## src/rtl/instr_fetch_unit.sv

```systemverilog
// Instruction fetch unit: requests one word at pc, holds it for decode, then steps pc (seq/branch/jump).
// Latency: ins_valid rises the cycle after imem_ack; best case one instruction every 2 cycles.
// Backpressure: holds ins_out/pc_out while ins_ready=0; keeps imem_addr stable while imem_ack=0.
//
// Ports:
//   clk, rst                 - clock, synchronous active-high reset
//   imem_req/addr/ack/rdata  - instruction memory request/response handshake
//   ins_out/valid/ready      - held instruction to decode, with its byte address on pc_out
//   jump, jump_target        - consumed instruction is j; target field instr[25:0]
//   branch_taken/offset      - consumed beq resolved taken; sign-extended word offset
//   fetch_count              - instructions consumed since reset (wraps)
module instr_fetch_unit #(
  parameter logic [31:0] RESET_PC = 32'h0000_0000
) (
  input  logic        clk,
  input  logic        rst,
  output logic        imem_req,
  output logic [31:0] imem_addr,
  input  logic        imem_ack,
  input  logic [31:0] imem_rdata,
  output logic [31:0] ins_out,
  output logic        ins_valid,
  input  logic        ins_ready,
  output logic [31:0] pc_out,
  input  logic        jump,
  input  logic [25:0] jump_target,
  input  logic        branch_taken,
  input  logic [31:0] branch_offset,
  output logic [31:0] fetch_count
);

  typedef enum logic {
    FETCH = 1'b0,
    HOLD  = 1'b1
  } state_t;

  state_t      state;
  state_t      state_nxt;
  logic [31:0] pc;
  logic [31:0] ins_q;
  logic [31:0] pc_out_q;
  logic [31:0] count_q;
  logic [31:0] next_pc;
  logic        take_ins;
  logic        consume;

  // Response is accepted only while fetching; acks seen in HOLD are dropped.
  assign take_ins = (state == FETCH) && imem_ack;
  assign consume  = (state == HOLD) && ins_ready;

  // State register
  always_ff @(posedge clk) begin
    if (rst) begin
      state <= FETCH;
    end else begin
      state <= state_nxt;
    end
  end

  // Next-state logic
  always_comb begin
    state_nxt = state;
    case (state)
      FETCH: if (imem_ack)  state_nxt = HOLD;
      HOLD:  if (ins_ready) state_nxt = FETCH;
      default:              state_nxt = FETCH;
    endcase
  end

  // Output logic; rst masks the handshakes combinationally so they read 0
  // for the whole reset window, not just after the first reset edge.
  always_comb begin
    imem_req  = 1'b0;
    ins_valid = 1'b0;
    if (!rst) begin
      case (state)
        FETCH:   imem_req  = 1'b1;
        HOLD:    ins_valid = 1'b1;
        default: imem_req  = 1'b0;
      endcase
    end
  end

  // Next fetch address from the instruction being consumed; jump wins over branch.
  always_comb begin
    if (jump) begin
      next_pc = {pc_out_q[31:28], jump_target, 2'b00};
    end else if (branch_taken) begin
      next_pc = pc_out_q + 32'd4 + (branch_offset << 2);
    end else begin
      next_pc = pc_out_q + 32'd4;
    end
  end

  // Datapath: pc only moves on consume, so imem_addr is stable across wait cycles.
  always_ff @(posedge clk) begin
    if (rst) begin
      pc       <= RESET_PC;
      ins_q    <= 32'h0000_0000;
      pc_out_q <= RESET_PC;
      count_q  <= 32'h0000_0000;
    end else begin
      if (take_ins) begin
        ins_q    <= imem_rdata;
        pc_out_q <= pc;
      end
      if (consume) begin
        pc      <= next_pc;
        count_q <= count_q + 32'd1;
      end
    end
  end

  assign imem_addr   = pc;
  assign ins_out     = ins_q;
  assign pc_out      = pc_out_q;
  assign fetch_count = count_q;

endmodule

```

## config.mk

```make
export PLATFORM = sky130hd
export DESIGN_NAME = instr_fetch_unit
export DESIGN_NICKNAME = d
export VERILOG_FILES = /design/src/rtl/instr_fetch_unit.sv
export SDC_FILE = /design/constraint.sdc
export NUM_CORES = 1
export LEC_CHECK = 0
export ABC_AREA = 1
export CAP_MARGIN = 0
export CORE_ASPECT_RATIO = 1.4
export CORE_MARGIN = 4
export CORE_UTILIZATION = 31
export DETAILED_ROUTE_END_ITERATION = 12
export PLACE_DENSITY_LB_ADDON = 0.15
export RECOVER_POWER = 50
export SYNTH_ARGS = -nofsm -noshare
export SYNTH_HDL_FRONTEND = slang
export SYNTH_SLANG_ARGS = --single-unit
```

## constraint.sdc

```tcl
create_clock -name clk -period 3.84 [get_ports clk]
set_input_delay 0.384 -clock clk [delete_from_list [all_inputs] [get_ports clk]]
set_output_delay 0.384 -clock clk [all_outputs]
set_load 0.005 [all_outputs]
```

==> qor.csv <==
metric,value,unit
tightest_slew,1.47,ns
final_cells,1959,
cp_common_cell,nand2_1,
critPathArrivalTime,3.78,ns
rsz0062_at_grt,no,
hold_buffers,0,
cts_tree,done,
fin_area,11700,um^2
ys_types,45,
ios,226,
drive_above_1_share,4.77,%
portBuffers,223,
rows,71,
post_cts_buffers,0,
cp_top_family,simple AND/OR/NAND/NOR gates,
cts.path.max_buffers,2,
placed_cells,1927,
drc,0,
place_hpwl,25200,um
final.min_clock_period,3.46,ns
whs,0.465,ns
grt_overflow,0,
leakage,5.44,nW
maxCapViolations,0,
cts_root_buf,clkbuf_16,
antenna_found_initial,0,
cpMaxStageDelayCell,dfxtp_1,
synth_nets,1507,
clock_latency,0.42,ns
postCtsResizedCells,0,
synth_area,8500,um^2
grt_use_total,20.3,%
diodes,0,
vias,9219,
critical_path_class,register to register,
dpl-instance-area,11100,um^2
gp_congestion,0.905,
wl_per_cell,16.1,um
reg2reg_slack,0.38,ns
cp_slowest_stage_delay,0.50,ns
crit_required,4.16,ns
synth_edf_count,0,
seqCellArea,2580,um^2
drv_slew,0,
core,26900,um^2
grt_max_degree,75,
synthArstFlopShare,0,%
layout_commonest_cell,nand2_1,
ys_seq_area_share,30.4,%
crit_path_start_kind,register,
hold_violations,0,
dr.pass1.iters,5,
fill_cells,2880,
yosys_warnings,0,
clk_pin_slew_worst_paths,0.07,ns
crit_chain,ha_1 > nand3_1 > inv_1 > nand2_1 > nor2_4 > nand2_2 > o21ai_1 > nand2_1 > ha_1 > nand2_1 > nor2_1 > nand2_1 > nor2_1 > nand2_1 > nand3_1 > nand2_1 > nand3_1 > nand2_1 > nand2_1 > nand2_1,
setup-tns-final,0,ns
synthToLayoutAreaGrowth,37.2,%
nNetsFinal,1716,
ctsHtreeMaxLevel,4,
ys_seq_elements,129,
crit_fanout,8,
drt_first_iter_violations,563,
fp.dieH,204,um
grt_first_pass_wirelength,47900,um
hold_class,register to register,
setup_viol,0,
die_w,148,um
powerDensity,343,nW/um^2
avgSynthCellArea,6.20,um^2
finClkSkew,0.0164,ns
cts_buffers,17,
postLayoutCoreUtil,43.3,%
ir_drop,0.000334,V
cp_num_buf_inv,1,
slew_headroom,2.14,%
min_period_over_period,90.0,%
synth_cells,1372,
synth_ff_type,dfxtp_1,
ant_nets,0,
status,"complete, no violations",
grt_pass1_vias,8906,
start_util,31.6,%
routed_wl,31600,um
fmax,289,MHz
cts_sinks,129,
dieArea,30200,um^2
final_cell_mix,"nand2_1, nor2_1, inv_1",
cp-end-kind,register,
multiInputGateArea,5110,um^2
via_per_inst,4.71,
-- worst paths after layout --
check / start / endpoint / depth (start not counted)
worst max-delay path: pc_out[2] / imem_addr[24] / 20
worst min register to register: imem_addr[16] / imem_addr[16] / 2
worst max register to register: pc_out[2] / imem_addr[24] / 20
worst min-delay path: imem_addr[16] / imem_addr[16] / 2
-- synth_stat cells, types with 2 or more instances --
library cell	instances	area, um^2
clkinv_1	2	7.51
nor3_1	24	120
o21ai_0	99	495
or2_2	3	18.8
o22ai_1	4	25.0
nor4_1	5	31.3
nand3_1	89	445
and2_1	4	25.0
a21oi_1	63	315
nor2_4	3	33.8
nand3b_1	5	37.5
o21ai_1	2	10.0
nand4_1	19	119
buf_1	2	7.51
nand3_2	4	40.0
nor3b_2	2	25.0
nor2_2	8	50.1
nand2_2	7	43.8
xor2_1	23	201
nor3_4	3	48.8
nor2_1	226	848
dfxtp_1	129	2580
a211oi_1	4	30.0
o21bai_1	5	37.5
inv_2	5	18.8
ha_1	38	475
clkbuf_1	36	135
buf_2	2	10.0
nor3_2	3	30.0
nand2_1	365	1370
xnor2_1	14	123
inv_1	161	604
-- final cells by class --
class / count / share of cell area [%]
Multi-Input combinational cell: 1034 / 43.8
Sequential cell: 129 / 22.1
Timing Repair Buffer: 231 / 19.6
Inverter: 168 / 5.41
Tap cell: 365 / 3.92
Clock buffer: 19 / 3.80
Clock inverter: 13 / 1.31
-- stage by stage --
stage | power, mW | worst slack (ns)
3_5_place_dp | 2.40 | 0.440
6_report | 4.00 | 0.384
3_3_place_gp | 2.40 | 0.487
2_1_floorplan | 1.97 | 1.11
4_1_cts | 4.07 | 0.398
5_1_grt | 4.21 | 0.0736
-- worst register-to-register path: stages (launching register included) --
cell	delay [ns]
dfxtp_1	0.50
ha_1	0.24
nand3_1	0.18
inv_1	0.10
nand2_1	0.13
nor2_4	0.18
nand2_2	0.08
o21ai_1	0.14
nand2_1	0.16
ha_1	0.44
nand2_1	0.13
nor2_1	0.21
nand2_1	0.10
nor2_1	0.11
nand2_1	0.08
nand3_1	0.09
nand2_1	0.05
nand3_1	0.17
nand2_1	0.11
nand2_1	0.10
nand2_1	0.05
-- metal layers --
metal / GRT usage, % / routed length, um / vias to the layer above
met3: 3.77 / 1660 / 52
met4: 8.65 / 1230 / 0
met5: 0 / 0 / -
met2: 37.3 / 16100 / 265
li1: - / - / 4788
met1: 22.9 / 12600 / 4114
-- sequential cells by signal, indices dropped and copies added (netlist names) --
name	flops
imem_addr	32
ins_out	32
fetch_count	32
state	1
pc_out	32
-- cell families (layout without fill, tap and decap cells) --
group | Yosys count | in the layout | share of synthesized area (%)
AOI/OAI and AO/OA | 185 | 185 | 11.5
DFF | 129 | 129 | 30.4
buffers and inverters | 209 | 431 | 9.30
and+or+nand+nor | 772 | 772 | 39.0
xor gates and xnor gates | 38 | 38 | 4.00
adders and majority gates | 39 | 39 | 5.83
-- where the power goes --
group	internal, mW	total [mW]	switching, mW
combinational	0.380	0.871	0.491
clock	0.987	1.65	0.667
sequential	1.41	1.48	0.0665
(Power assumes the default switching activity.)
